<file path="src/rtl/vita_align_pkg.sv">
// ---------------------------------------------------------------------------
// vita_align_pkg
// Definitions shared by the VITA LVDS word-alignment logic:
//   - state_t             : alignment controller state encoding
//   - VITA_TRAINING_WORD  : default sensor training pattern (10-bit lanes)
//   - cnt_width()         : bits needed to hold a counter value 0..max_val
// ---------------------------------------------------------------------------
package vita_align_pkg;

    typedef enum logic [2:0] {
        ST_IDLE   = 3'd0,
        ST_SETTLE = 3'd1,
        ST_CHECK  = 3'd2,
        ST_SLIP   = 3'd3,
        ST_LOCKED = 3'd4,
        ST_FAIL   = 3'd5
    } state_t;

    localparam logic [9:0] VITA_TRAINING_WORD = 10'h3A6;

    // Width of a counter that must reach max_val inclusive (at least 1 bit).
    function automatic int cnt_width(input int max_val);
        return (max_val < 2) ? 1 : $clog2(max_val + 1);
    endfunction

endpackage

</file>
<file path="src/rtl/word_align_ctrl.sv">
// ---------------------------------------------------------------------------
// word_align_ctrl
// Per-lane training-word alignment controller. Compares the bitslip muxer's
// parallel output against the latched training word and issues single-cycle
// bitslip pulses until the lane is word aligned, then reports lock and
// (optionally) watches for loss of lock.
//
// Ports:
//   clk           in   clock
//   reset         in   synchronous, active-high reset (shared with the muxer)
//   start         in   begin/restart alignment (accepted in IDLE/LOCKED/FAIL)
//   training_word in   expected pattern, latched on accepted start
//   din           in   word from the bitslip muxer
//   tracking_en   in   enables loss-of-lock monitoring while LOCKED
//   bitslip       out  one-cycle slip pulse to the muxer (high in SLIP)
//   busy          out  high in SETTLE/CHECK/SLIP
//   aligned       out  high only in LOCKED
//   fail          out  high in FAIL
//   lock_lost     out  sticky loss-of-lock flag
//   slip_pos      out  current muxer rotation, modulo DATAWIDTH
// ---------------------------------------------------------------------------
module word_align_ctrl #(
    parameter int DATAWIDTH     = 10,
    parameter int SETTLE_CYCLES = 4,
    parameter int MATCH_COUNT   = 16,
    parameter int SLIP_PASSES   = 2,
    parameter int LOSS_COUNT    = 8
) (
    input  logic                 clk,
    input  logic                 reset,
    input  logic                 start,
    input  logic [DATAWIDTH-1:0] training_word,
    input  logic [DATAWIDTH-1:0] din,
    input  logic                 tracking_en,
    output logic                 bitslip,
    output logic                 busy,
    output logic                 aligned,
    output logic                 fail,
    output logic                 lock_lost,
    output logic [3:0]           slip_pos
);
    import vita_align_pkg::*;

    localparam int MAX_SLIPS = DATAWIDTH * SLIP_PASSES;
    localparam int SETTLE_W  = cnt_width(SETTLE_CYCLES);
    localparam int MATCH_W   = cnt_width(MATCH_COUNT);
    localparam int SLIP_W    = cnt_width(MAX_SLIPS);
    localparam int LOSS_W    = cnt_width(LOSS_COUNT);

    state_t                state, state_next;
    logic [SETTLE_W-1:0]   settle_cnt, settle_next;
    logic [MATCH_W-1:0]    match_cnt, match_next;
    logic [SLIP_W-1:0]     total_slips, slips_next;
    logic [LOSS_W-1:0]     loss_cnt, loss_next;
    logic [DATAWIDTH-1:0]  word, word_next;
    logic [3:0]            pos_next;
    logic                  lost_next;
    logic                  start_ok;
    logic                  word_match;

    // start is only honoured when no alignment sequence is in flight
    assign start_ok   = start && ((state == ST_IDLE) || (state == ST_LOCKED) ||
                                  (state == ST_FAIL));
    assign word_match = (din == word);

    always_ff @(posedge clk) begin
        if (reset) begin
            state       <= ST_IDLE;
            settle_cnt  <= '0;
            match_cnt   <= '0;
            total_slips <= '0;
            loss_cnt    <= '0;
            word        <= '0;
            slip_pos    <= '0;
            lock_lost   <= 1'b0;
            bitslip     <= 1'b0;
            busy        <= 1'b0;
            aligned     <= 1'b0;
            fail        <= 1'b0;
        end else begin
            state       <= state_next;
            settle_cnt  <= settle_next;
            match_cnt   <= match_next;
            total_slips <= slips_next;
            loss_cnt    <= loss_next;
            word        <= word_next;
            slip_pos    <= pos_next;
            lock_lost   <= lost_next;
            // Outputs are registered from the next state so they line up
            // cycle-for-cycle with the state they describe.
            bitslip     <= (state_next == ST_SLIP);
            busy        <= (state_next == ST_SETTLE) || (state_next == ST_CHECK) ||
                           (state_next == ST_SLIP);
            aligned     <= (state_next == ST_LOCKED);
            fail        <= (state_next == ST_FAIL);
        end
    end

    always_comb begin
        state_next  = state;
        settle_next = settle_cnt;
        match_next  = match_cnt;
        slips_next  = total_slips;
        loss_next   = loss_cnt;
        word_next   = word;
        pos_next    = slip_pos;
        lost_next   = lock_lost;

        if (start_ok) begin
            // Restart wins over a coincident loss-of-lock in LOCKED.
            // slip_pos is kept: the muxer keeps its rotation across restarts.
            state_next  = ST_SETTLE;
            word_next   = training_word;
            settle_next = '0;
            match_next  = '0;
            slips_next  = '0;
            loss_next   = '0;
            lost_next   = 1'b0;
        end else begin
            case (state)
                ST_SETTLE: begin
                    if (settle_cnt == SETTLE_W'(SETTLE_CYCLES - 1)) begin
                        state_next  = ST_CHECK;
                        settle_next = '0;
                        match_next  = '0;
                    end else begin
                        settle_next = settle_cnt + SETTLE_W'(1);
                    end
                end
                ST_CHECK: begin
                    if (word_match) begin
                        if (match_cnt == MATCH_W'(MATCH_COUNT - 1)) begin
                            state_next = ST_LOCKED;
                            match_next = '0;
                            loss_next  = '0;
                        end else begin
                            match_next = match_cnt + MATCH_W'(1);
                        end
                    end else if (total_slips == SLIP_W'(MAX_SLIPS)) begin
                        state_next = ST_FAIL;
                    end else begin
                        state_next = ST_SLIP;
                    end
                end
                ST_SLIP: begin
                    state_next  = ST_SETTLE;
                    settle_next = '0;
                    slips_next  = total_slips + SLIP_W'(1);
                    pos_next    = (slip_pos == 4'(DATAWIDTH - 1)) ? 4'd0
                                                                  : slip_pos + 4'd1;
                end
                ST_LOCKED: begin
                    if (!tracking_en || word_match) begin
                        loss_next = '0;
                    end else if (loss_cnt == LOSS_W'(LOSS_COUNT - 1)) begin
                        state_next = ST_IDLE;
                        loss_next  = '0;
                        lost_next  = 1'b1;
                    end else begin
                        loss_next = loss_cnt + LOSS_W'(1);
                    end
                end
                default: ;
            endcase
        end
    end

endmodule

</file>
<file path="config.mk">
export PLATFORM = sky130hd
export DESIGN_NAME = word_align_ctrl
export DESIGN_NICKNAME = d
export VERILOG_FILES = /design/src/rtl/vita_align_pkg.sv /design/src/rtl/word_align_ctrl.sv
export SDC_FILE = /design/constraint.sdc
export NUM_CORES = 1
export LEC_CHECK = 0
export BUFFER_PORTS_ARGS = -buffer_cell sky130_fd_sc_hd__buf_2
export CORE_UTILIZATION = 34
export CTS_BUF_LIST = sky130_fd_sc_hd__clkbuf_8
export CTS_CLUSTER_SIZE = 30
export DETAILED_ROUTE_END_ITERATION = 10
export GPL_TIMING_DRIVEN = 0
export SYNTH_ARGS = -nofsm -noshare
export SYNTH_HDL_FRONTEND = slang
export SYNTH_SLANG_ARGS = --single-unit
</file>
<file path="constraint.sdc">
create_clock -name clk -period 3.2 [get_ports clk]
set_input_delay 0.64 -clock clk [delete_from_list [all_inputs] [get_ports clk]]
set_output_delay 0.64 -clock clk [all_outputs]
set_load 0.03 [all_outputs]
</file>
==> metrics.txt, run 1 <==
run status completed; Final Non-Filler Cells 331; Critical R2R Launch match_cnt[0]; sequential fraction of the synthesis area 0.412; worst hold path class reg -> reg; switching power 237 uW; FFs w/ async S/R, synth 0; CTS root buffer clkbuf_8; post-synth cell types 49; Top-Level Pins 33; vias in the first global route 1590; Initial DRC Count 87; worst reg2reg path depth 7; Synth area leader dfxtp_1; layout cell share with drive strength beyond 1 0.195; height of the chip 76.7 microns; kind of critical path in -> reg; unrepaired setup endpoints after global routing false; sequential share of power 0.548; DRT Pass-1 Iters 4; PD cells 411 mW/mm^2; clock slew at reported path FFs 80 ps; ys flop type dfxtp_1; WL/cell 12.8 microns; die area 0.00588 sq mm; Ys Warns 0; CTS tree done; DR DRC count 0; CP required 3420 ps; Antenna Violating Nets Remaining 0; site row count 26; crit start category input pin; Max Slew Vio Count 0; clk_skew 9.26 ps; CP Max Fanout 6; port bufs 32; Via density 5.05; Final nets 289; worst ir drop on vdd 0.331 mV; Achievable Freq 0.469 GHz; CTS resizes 0; GRT Resource Usage Total 0.156; Yosys reg bits 39; Placed Cells 323; Starting Density 0.362; Max Cap Violations 0; TritonCTS Buffers 5; global-route wire length before repair 7200 microns; hold path depth 1; clock sinks 39; Syn Nets 250; post-CTS setup buffer count 0; Int Power 680 uW; synthesized area 0.00190 sq mm; Tightest Pin Transition 605 ps; Relative slew margins 0.596; clock power share 0.365; drt total wl 4240 microns; Max Buffers Root-to-Sink 2; GPL Wtd Cong 0.746; antenna diode count 0; Post-synth EDFFs 0; post-synth top area share 0.412; largest net degree at the start of global routing 14; core area 0.00524 sq mm; Area contributors post-synth dfxtp_1, xnor2_1, a21oi_1; dpl hpwl 3080 microns; Tmin final 2130 ps; CTS H-tree lvls 2; hold path start match_cnt[4]; final setup violation count 0; R2R Path End fail; initial antenna violation count 0; synthesized netlist cell count 221; hold buffers post-CTS 0; r2r setup slk 1140 ps; crit path DAT 2350 ps; Crit. End Element register; area delta synth->final 17.8%; P_leak 0.828 nW; Setup TNS Final 0 ps; Sw Share 0.259; Hold Vio Cnt, Final 0; Combinational Power Share 0.087; Tcrit/Tclk final 0.666; routed via count 1673; die width 76.7 microns; mean post-synth cell area 8.58 sq um; grt ovf 0; hold endpoint match_cnt[4]; later-pin clock latency in the skew report 300 ps
routing by layer:
| metal | wire (microns) | GRT usage |
|---|---|---|
| met1 | 2060 | 0.195 |
| met2 | 1940 | 0.241 |
| met3 | 169 | 0.0440 |
| met4 | 63 | 0.0827 |
| met5 | 0 | 0 |
power by group through the flow:
| stage | registers [mW] | clock network, mW | logic, mW |
|---|---|---|---|
| detailed placement | 0.514 | 0 | 0.0800 |
| CTS | 0.502 | 0.346 | 0.0802 |
| floorplan | 0.514 | 0 | 0.0479 |
| global placement | 0.514 | 0 | 0.0796 |
| finish | 0.503 | 0.334 | 0.0799 |
| global route | 0.503 | 0.361 | 0.0889 |
logic make-up (layout without fill, tap and decap cells):
group           count (synthesis)  in the layout  share of synthesized area
simple gates                   86             86                      0.240
compound gates                 57             57                      0.193
flops                          39             39                      0.412
buf+inv                        17             57                     0.0389
xor+xnor                       16             16                     0.0779
fa+ha+maj                       5              5                     0.0330
mux                             1              1                    0.00528
worst max-delay path: stages:
cell	delay (ps)
buf_2	100
xnor2_1	140
nand4_1	300
nor3_1	480
mux2i_1	470
nor3b_1	220
worst max-delay path by stage:
| stage | startpoint | cells after the start | end | slack, ps |
|---|---|---|---|---|
| 5_1_grt | match_cnt[0] | 7 | fail | 890 |
| 3_3_place_gp | din[2] | 7 | aligned | 780 |
| 4_1_cts | din[7] | 6 | busy | 1100 |
| 6_report | din[2] | 6 | busy | 1070 |
| 2_1_floorplan | din[7] | 6 | match_cnt[0] | 1120 |
| 3_5_place_dp | din[7] | 6 | busy | 780 |
registers in the layout, summed over array words and instances, names as in the netlist:
register and cells:
aligned 1, bitslip 1, busy 1, fail 1
lock_lost 1, loss_cnt 4, match_cnt 5, settle_cnt 3
slip_pos 4, state 3, total_slips 5, word 10
layout by cell type (no fill, tap or decap), drive strengths merged, types with 3 or more instances in the layout:
cell type,Yosys,final
dfxtp,39,39
buf,4,36
nand2,24,24
a21oi,20,20
nor2,18,18
o21ai,15,15
clkbuf,8,13
xnor2,12,12
nand3,7,7
inv,5,5
o211ai,5,5
ha,5,5
nor2b,4,4
xor2,4,4
and3,4,4
nand3b,4,4
nor3,4,4
nor3b,4,4
nand4,4,4
nand2b,3,3
o31a,3,3
final cells by class:
type | instances | area (sq um)
buffer | 12 | 55.1
clock buffer | 5 | 68.8
clock inverter | 3 | 20.0
fill | 526 | 3010
inverter | 5 | 18.8
multi-input combinational | 165 | 1040
sequential | 39 | 781
tap | 70 | 87.6
timing repair buffer | 32 | 160
cell usage after synthesis, drive strengths merged (3+ instances only):
cell,n
dfxtp,39
nand2,24
a21oi,20
nor2,18
o21ai,15
xnor2,12
clkbuf,8
nand3,7
ha,5
inv,5
o211ai,5
and3,4
buf,4
nand3b,4
nand4,4
nor2b,4
nor3,4
nor3b,4
xor2,4
nand2b,3
o31a,3
through the flow:
| step | utilization | instance area [sq um] | setup WS, ps | hold WS (ps) | power (mW) |
|---|---|---|---|---|---|
| floorplan | - | 1900 | 1120 | 432 | 0.562 |
| global placement | 0.409 | 2140 | 783 | 442 | 0.593 |
| detailed placement | 0.409 | 2140 | 776 | 445 | 0.594 |
| CTS | 0.426 | 2230 | 1100 | 459 | 0.929 |
| global route | 0.426 | 2230 | 892 | 469 | 0.953 |
| finish | 0.426 | 2230 | 1070 | 454 | 0.917 |
Note: power is estimated with default switching activity, not from simulation.
==> run 2: changes to the inputs <==
- clock period: 3.2 -> 1.93 ns (I/O delays scaled with it)
==> metrics.txt, run 2 (synthesis results as in run 1) <==
run status completed; largest net degree at the start of global routing 14 (unchanged); CP top delay family simple AND/OR/NAND/NOR gates; Crit path depth 6 (unchanged); max reg flops 10 (unchanged); layout cell share with drive strength beyond 1 0.282 (+0.0866); Crit. End Element register; site row count 26 (unchanged); global-route wire length before repair 7380 microns (+2.5%); CP Max Fanout 10 (+4); CP required 2160 ps (-1260 ps); kind of critical path reg -> reg; Final nets 294 (+1.7%); leading cell type in the layout, fill and taps excluded dfxtp_1; Achievable Freq 0.532 GHz; DRT Pass-1 Iters 4 (unchanged); Max Buffers Root-to-Sink 2 (unchanged); worst reg2reg path depth 6 (-1); clock sinks 39 (unchanged); vias in the first global route 1621 (+1.9%); crit path buf inv count 1 (unchanged); crit path DAT 2110 ps (-240 ps); die width 76.7 microns (unchanged); Biggest register word; crit start category register; height of the chip 76.7 microns (unchanged); CP endpoint match_cnt[0]; highest-count cells in the layout ignoring fill and taps dfxtp_1, buf_2, nand2_1; Regs by FF count word: 10 flops, match_cnt: 5 flops, total_slips: 5 flops; slowest cell on the critical path or4_4; Top-Level Pins 33 (unchanged); dpl hpwl 3080 microns (unchanged); TritonCTS Buffers 5 (unchanged); initial antenna violation count 0 (unchanged); Antenna Violating Nets Remaining 0 (unchanged); Tcrit/Tclk final 0.974; core area 0.00524 sq mm (unchanged); Max Cap Violations 0 (unchanged); Tightest Pin Transition 618 ps (+12.4 ps); Max stage delay on crit path 510 ps (+30 ps); worst hold path class in -> reg; R2R Path End match_cnt[0]; P_leak 0.890 nW (+7.5%); Fill cells 516 (-1.9%); Relative slew margins 0.587 (-0.00829); crit path from word[4]; Hold Vio Cnt, Final 0 (unchanged); CTS tree done; clk_skew 8.83 ps (-0.428 ps); Max Slew Vio Count 0 (unchanged); Tmin final 1880 ps; hold buffers post-CTS 0 (unchanged); r2r setup slk 50 ps (-1090 ps); CTS H-tree lvls 2 (unchanged); Critical R2R Launch word[4]; worst ir drop on vdd 0.525 mV (+59%); Via density 5.07 (+0.22%); Finished Cell Area 0.00238 sq mm (+6.7%); GPL Wtd Cong 0.746 (unchanged); grt ovf 0 (unchanged); clock slew at reported path FFs 80 ps (about the same); GRT Resource Usage Total 0.161 (+0.00463); post-place setup slack -240 ps (-1020 ps); antenna diode count 0 (unchanged); WL/cell 13.5 microns (+5.1%); slack of the critical path 49.6 ps (-1020 ps); final setup violation count 0 (unchanged); CTS root buffer clkbuf_8; drt total wl 4520 microns (+6.7%); port bufs 32 (unchanged); die area 0.00588 sq mm (unchanged); area delta synth->final 25.6%; routed via count 1702 (+1.7%); DR DRC count 0 (unchanged); Initial DRC Count 74 (-15%); cells along the critical path xnor2_1 -> nand4_1 -> or4_4 -> buf_6 -> a211o_1 -> a21oi_2; Starting Density 0.362 (unchanged); PD cells 651 mW/mm^2 (+58%); Placed Area 0.00214 sq mm (unchanged); later-pin clock latency in the skew report 290 ps (about the same); Setup TNS Final 0 ps (unchanged)
==> run 2: cell types whose count changed in the layout (fill, tap and decap cells not counted), sizes merged <==
| cell | delta |
|---|---|
| buf | +8 |
| clkbuf | -3 |
==> run 2: power breakdown <==
part | switching, mW | internal [mW]
combinational | 0.0918 | 0.0712
clock | 0.300 | 0.251
sequential | 0.0144 | 0.821
==> run 2: worst register-to-register path, cell delays in order (launching register included) <==
cell and delay [ps]:
dfxtp_1 330, xnor2_1 150, nand4_1 270, or4_4 510, buf_6 160, a211o_1 270
a21oi_2 120
==> run 2: stage by stage <==
stage / instances / hold WS [ps] / utilization / power [mW]
2_1_floorplan: 221 / 432 / - / 0.932
3_3_place_gp: 323 / 442 / 0.409 / 0.983
3_5_place_dp: 323 / 445 / 0.409 / 0.985
4_1_cts: 334 / 294 / 0.435 / 1.55
5_1_grt: 336 / 297 / 0.455 / 1.61
6_report: 336 / 302 / 0.455 / 1.55
==> run 2: how the worst min path moves through the flow <==
stage	startpoint	to	slack [ps]	depth (start not counted)
6_report	reset	state[0]	300	2
5_1_grt	reset	state[0]	300	2
2_1_floorplan	match_cnt[4]	match_cnt[4]	430	1
3_3_place_gp	match_cnt[4]	match_cnt[4]	440	1
3_5_place_dp	match_cnt[4]	match_cnt[4]	440	1
4_1_cts	reset	state[0]	290	2
==> run 2: area by class of cell <==
type	instances	area, sq um	share of cell area
Inverter	5	18.8	0.00788
Clock buffer	5	68.8	0.0289
Timing Repair Buffer	39	213	0.0893
Clock inverter	3	20.0	0.00841
Tap cell	70	87.6	0.0368
Sequential cell	39	783	0.329
Multi-Input combinational cell	165	1140	0.478
Buffer	10	51.3	0.0215
==> run 2: what timing repair did <==
| item | in CTS | in global routing |
|---|---|---|
| resized for setup | 6 | 21 |
| pin swaps | 3 | 9 |
| endpoints found under the setup margin | 15 | 9 |
| setup buffers | 4 | 3 |
| cloned | 0 | 0 |
==> run 2: layer usage <==
layer  vias to the layer above  routed length [microns]  GRT usage
met4                         0                       78     0.0808
li1                        880                        -          -
met1                       786                     2180      0.198
met2                        29                     2100      0.256
met3                         7                      161     0.0429
met5                         -                        0          0
